## config.mk

```make
export PLATFORM = sky130hd
export DESIGN_NAME = result_drain
export DESIGN_NICKNAME = d
export VERILOG_FILES = /design/src/rtl/result_drain_pkg.sv /design/src/rtl/result_drain_core_counter.sv /design/src/rtl/result_drain.sv
export SDC_FILE = /design/constraint.sdc
export NUM_CORES = 1
export LEC_CHECK = 0
export ABC_AREA = 0
export CORE_UTILIZATION = 40
export CTS_CLUSTER_DIAMETER = 60
export CTS_CLUSTER_SIZE = 30
export DETAILED_ROUTE_END_ITERATION = 12
export GPL_TIMING_DRIVEN = 0
export PLACE_DENSITY_LB_ADDON = 0.12
export SETUP_SLACK_MARGIN = 0.05
export SYNTH_ARGS = -nofsm -noshare
export SYNTH_HDL_FRONTEND = slang
export SYNTH_HIERARCHICAL = 1
export SYNTH_SLANG_ARGS = --single-unit
```

## constraint.sdc

```tcl
create_clock -name clk -period 2.6 [get_ports clk]
set_input_delay 0.39 -clock clk [delete_from_list [all_inputs] [get_ports clk]]
set_output_delay 0.39 -clock clk [all_outputs]
set_load 0.03 [all_outputs]
```

## src/rtl/result_drain_pkg.sv

```systemverilog
// Shared types and constants for the result drain block.
// States are plain 4-bit constants so checkers can bind to them directly.
package result_drain_pkg;

  function automatic int log2(input int value);
    int r;
    r = 0;
    while ((1 << r) < value) r++;
    return r;
  endfunction

  localparam int CORES              = 4;
  localparam int CORE_COUNTER_WIDTH = log2(CORES);

  typedef logic [3:0] states_t;

  localparam states_t S_RESET   = 4'd0;
  localparam states_t S_IDLE    = 4'd1;
  localparam states_t S_FETCH   = 4'd2;
  localparam states_t S_LOAD    = 4'd3;
  localparam states_t S_PRESENT = 4'd4;
  localparam states_t S_FINISH  = 4'd5;

endpackage

```

## src/rtl/result_drain_core_counter.sv

```systemverilog
// Saturating up-counter with synchronous clear; clear wins over increment.
module result_core_counter #(
  parameter int WIDTH = 16
) (
  input  logic             clk,
  input  logic             rst,
  input  logic             clr,
  input  logic             inc,
  output logic [WIDTH-1:0] count
);

  localparam logic [WIDTH-1:0] ONE = {{(WIDTH-1){1'b0}}, 1'b1};

  logic [WIDTH-1:0] count_q, count_d;

  always_comb begin
    count_d = count_q;
    if (clr) begin
      count_d = '0;
    end else if (inc && (count_q != '1)) begin
      count_d = count_q + ONE;
    end
  end

  always_ff @(posedge clk or posedge rst) begin
    if (rst) count_q <= '0;
    else     count_q <= count_d;
  end

  assign count = count_q;

endmodule

```

## src/rtl/result_drain.sv

```systemverilog
// Drains {core_id, data} entries from the result FIFO onto a valid/ready stream.
// Optional per-core counters are built when RESULT_DRAIN_CORE_COUNT_EN is defined.
module result_drain #(
  parameter int  CORES       = result_drain_pkg::CORES,
  parameter int  DATA_WIDTH  = 32,
  parameter int  COUNT_WIDTH = 16,
  localparam int CORE_W      = result_drain_pkg::log2(CORES)
) (
  input  logic                         clk,
  input  logic                         reset,
  input  logic                         start,
  input  logic                         store_finish,
  input  logic                         fifo_empty,
  output logic                         fifo_rd_en,
  input  logic [CORE_W+DATA_WIDTH-1:0] fifo_q,
  output logic                         out_valid,
  input  logic                         out_ready,
  output logic [CORE_W-1:0]            out_core,
  output logic [DATA_WIDTH-1:0]        out_data,
  output logic                         busy,
  output logic                         done,
  output logic [COUNT_WIDTH-1:0]       result_count,
  output logic [CORES*COUNT_WIDTH-1:0] core_count,
  output logic [3:0]                   dbg_state
);
  import result_drain_pkg::*;

  states_t                 state_q, state_d;
  logic                    finish_seen_q, finish_seen_d;
  logic                    out_valid_q, out_valid_d;
  logic [CORE_W-1:0]       out_core_q, out_core_d;
  logic [DATA_WIDTH-1:0]   out_data_q, out_data_d;
  logic                    rd_en;
  logic                    cnt_clr;
  logic                    hs;

  // Output stream: an entry transfers on any cycle where out_valid && out_ready;
  // out_core/out_data stay frozen while out_valid is high and out_ready is low.
  assign hs      = (state_q == S_PRESENT) && out_valid_q && out_ready;
  assign cnt_clr = (state_q == S_IDLE) && start;
  assign busy    = (state_q != S_RESET) && (state_q != S_IDLE);

  always_comb begin
    state_d       = state_q;
    out_valid_d   = out_valid_q;
    out_core_d    = out_core_q;
    out_data_d    = out_data_q;
    rd_en         = 1'b0;
    finish_seen_d = finish_seen_q;

    if (cnt_clr) begin
      finish_seen_d = store_finish;
    end else if (busy && store_finish) begin
      finish_seen_d = 1'b1;
    end

    case (state_q)
      S_RESET: state_d = S_IDLE;
      S_IDLE: begin
        if (start) state_d = S_FETCH;
      end
      S_FETCH: begin
        if (!fifo_empty) begin
          rd_en   = 1'b1;
          state_d = S_LOAD;
        end else if (finish_seen_q || store_finish) begin
          state_d = S_FINISH;
        end
      end
      S_LOAD: begin
        {out_core_d, out_data_d} = fifo_q;
        out_valid_d              = 1'b1;
        state_d                  = S_PRESENT;
      end
      S_PRESENT: begin
        // Next pop is issued only once the current entry has been accepted.
        if (hs) begin
          out_valid_d = 1'b0;
          if (!fifo_empty) begin
            rd_en   = 1'b1;
            state_d = S_LOAD;
          end else begin
            state_d = S_FETCH;
          end
        end
      end
      S_FINISH: state_d = S_IDLE;
      default:  state_d = S_IDLE;
    endcase
  end

  always_ff @(posedge clk or posedge reset) begin
    if (reset) begin
      state_q       <= S_RESET;
      finish_seen_q <= 1'b0;
      out_valid_q   <= 1'b0;
      out_core_q    <= '0;
      out_data_q    <= '0;
    end else begin
      state_q       <= state_d;
      finish_seen_q <= finish_seen_d;
      out_valid_q   <= out_valid_d;
      out_core_q    <= out_core_d;
      out_data_q    <= out_data_d;
    end
  end

  assign fifo_rd_en = rd_en;
  assign out_valid  = out_valid_q;
  assign out_core   = out_core_q;
  assign out_data   = out_data_q;
  assign done       = (state_q == S_FINISH);
  assign dbg_state  = state_q;

  result_core_counter #(.WIDTH(COUNT_WIDTH)) u_result_cnt (
    .clk   (clk),
    .rst   (reset),
    .clr   (cnt_clr),
    .inc   (hs),
    .count (result_count)
  );

`ifdef RESULT_DRAIN_CORE_COUNT_EN
  for (genvar c = 0; c < CORES; c++) begin : g_core_cnt
    result_core_counter #(.WIDTH(COUNT_WIDTH)) u_core_cnt (
      .clk   (clk),
      .rst   (reset),
      .clr   (cnt_clr),
      .inc   (hs && (out_core_q == CORE_W'(c))),
      .count (core_count[c*COUNT_WIDTH +: COUNT_WIDTH])
    );
  end
`else
  assign core_count = '0;
`endif

endmodule

```

==> run summary <==
Clock Power Share - 0.119
clock buffer depth - 2
CP max FO - 10
Setup Skew - 8.626 ps
# DRC - 0
Sink Count - 55
PortBufs - 96
Netlist Area Pre-Place - 0.003139 mm2
Distinct cells, synth - 43
antenna violations before repair - 0
# setup viols final - 0
Total Wirelength - 6673 um
share of Yosys cell area claimed by the top area cell type - 0.4384
largest net degree at the start of global routing - 40
worst hold slack - 514.6 ps
Finished Layout Cells - 543
# IOs - 162
crit-path leading delay family - simple AND/OR/NAND/NOR gates
Root Buffer - clkbuf_8
Final Util - 0.6178
Reg clk slew, reported paths - 100 ps
area leader, netlist - dfrtp_1
Comb power frac - 0.583
CTS Buf Count - 5
Max Slew Vio Count - 0
H-tree lvl count - 2
Die X - 90.59 um
1st-iter DRT viols - 69
Seq/Total Area, Yosys - 0.4384
CTS tree - yes
Mapped Cells - 277
CP max-delay cell - or4_4
synth warn - 6
power per cell area - 1010 mW/mm2
leak pwr - 2.224 nW
Final Hold Fails - 0
switch share - 0.3960
first-pass GRT wire length - 11060 um
synth top area cells - dfrtp_1 (44%), buf_4 (16%), mux2_4 (14%)
Post-Syn Area per Cell - 11.33 um2
Final Wtd Congestion - 0.7697
Hold Crit Class - reg -> reg
Die ar. - 0.008207 mm2
min cycle time layout - 2411 ps
worst vdd ir - 0.8018 mV
Core Rows - 31
total gr overflow - 0
fillcell total - 632
Max Cap Violations - 0
status - complete, no violations
slowest stage delay, CP - 480 ps
Initial Utilization - 0.4237
f_max - 0.4147 GHz
layout net count - 485
ratio of cells with drive above 1 in the final layout - 0.2793
flop and latch count out of synthesis - 55
Antenna Diode Count - 0
CP endpoint kind - flip-flop
Die Span Y - 90.59 um
Post-CTS Hold Buffers - 0
Final TNS setup - 0 ps
1st-pass router iterations - 5
Area growth, synth to finish - 45.80%
Post-synth top flop - dfrtp_1
CP Cell Sequence - buf_2 > nor2_2 > nand2_1 > nor2_1 > clkbuf_2 > nand3_2 > or4_4 > or4_1 > a21oi_1
Post-synth EDFFs - 0
Avg WL per Cell - 12.29 um
relative slew slack - 0.4652
Buf/Inv on CP - 2
DP HPWL - 5060 um
top post-synthesis cells by count - buf_4 (66), dfrtp_1 (55), mux2_4 (30)
P_sw - 1.831 mW
CP arrival - 2640 ps
Tot GR Track Use - 0.1667
RSZ-0062 raised after global routing - true
Crit path required time - 2830 ps
vias in the first global route - 2375
most common cell in the netlist - buf_4
Int Power - 2.793 mW
Seq pwr share - 0.298
DP Cell Count - 536
share of flip-flops with an asynchronous set or reset - 1.000
critical path class - reg -> reg
core area - 0.007408 mm2
DR vias - 2404
Worst setup SP type - flip-flop
Final ANT Viol Nets - 0
actual slew at the worst max-slew pin - 801.1 ps
Tcrit/Tclk final - 0.9275
clk_lat worst skew - 300 ps
DR vias/cell - 4.427
==> per-stage QoR <==
stage	worst slack (ps)	cell area (um2)	power (mW)
2_1_floorplan	176.2	3379	3.186
3_3_place_gp	-73.31	4464	4.070
3_5_place_dp	-104.4	4464	4.091
4_1_cts	64.76	4567	4.671
5_1_grt	34.37	4577	4.860
6_report	188.6	4577	4.624
==> path summary, 6_finish.rpt <==
kind | depth (start not counted) | endpoint | start | slack, ps
setup / recovery | 9 | u_result_cnt/count[13] | dbg_state[0] | 190
hold / removal | 1 | out_data[23] | out_data[23] | 510
setup reg to reg | 9 | u_result_cnt/count[13] | dbg_state[0] | 190
hold reg to reg | 1 | out_data[23] | out_data[23] | 510
max in group asynchronous | 2 | out_valid | reset | 1510
min in group asynchronous | 2 | u_result_cnt/count[15] | reset | 520
==> flip-flops by register name (all words and copies together), names as in the netlist <==
name,flops
finish_seen_q,1
out_valid,1
out_core,2
out_data,32
dbg_state,3
u_result_cnt/count,16
==> layout make-up <==
| type | instances | area (um2) | share of cell area |
|---|---|---|---|
| multi-input cells | 205 | 1420 | 0.3103 |
| flip-flops and latches | 55 | 1376 | 0.3007 |
| repair buffers | 96 | 963.4 | 0.2105 |
| plain buffers | 75 | 568.0 | 0.1241 |
| well taps | 99 | 123.9 | 0.02706 |
| clock buffers | 6 | 72.57 | 0.01586 |
| clock inverters | 1 | 30.03 | 0.006561 |
| inverters | 6 | 22.52 | 0.004921 |
==> what timing repair did <==
action,in CTS,in global routing
resized for setup,0,3
buffers inserted,0,0
setup endpoints to repair,0,4
==> metal layers <==
metal	GRT usage	vias up	wire length, um
li1	-	1178	-
met4	0.04435	0	51
met1	0.1877	1124	2680
met3	0.05892	5	593
met5	0	-	0
met2	0.2967	97	3348
==> cell families after synthesis <==
| kind of cell | Yosys count | synth area share |
|---|---|---|
| other cells | 1 | 0.001195 |
| flops | 55 | 0.4384 |
| simple gates | 66 | 0.1279 |
| mux | 37 | 0.1682 |
| fa+ha+maj | 1 | 0.003985 |
| buf+inv | 81 | 0.1881 |
| compound gates | 36 | 0.07215 |
==> power groups by stage <==
stage | Sequential (mW) | Combinational (mW) | Clock, mW
CTS | 1.38 | 2.71 | 0.573
detailed placement | 1.38 | 2.71 | 0
global route | 1.42 | 2.83 | 0.605
finish | 1.38 | 2.69 | 0.552
global placement | 1.38 | 2.69 | 0
floorplan | 1.99 | 1.20 | 0
==> layout by cell type (no fill, tap or decap), drive strengths merged, types with 2 or more instances in the layout <==
cell,synthesis,final
o21ai,6,6
nand2,9,9
o41ai,2,2
inv,6,6
or4,8,8
dfrtp,55,55
nor2,10,10
nand3,9,9
nor2b,3,3
a31oi,2,2
nand2b,3,3
clkdlybuf4s50,0,95
clkbuf,2,8
buf,72,72
conb,1,65
o31ai,5,5
mux2,36,36
nor3,4,4
nand4,5,5
nor4,3,3
a21oi,14,14
or3,8,8
No activity file was read; power rests on OpenSTA's default activity.
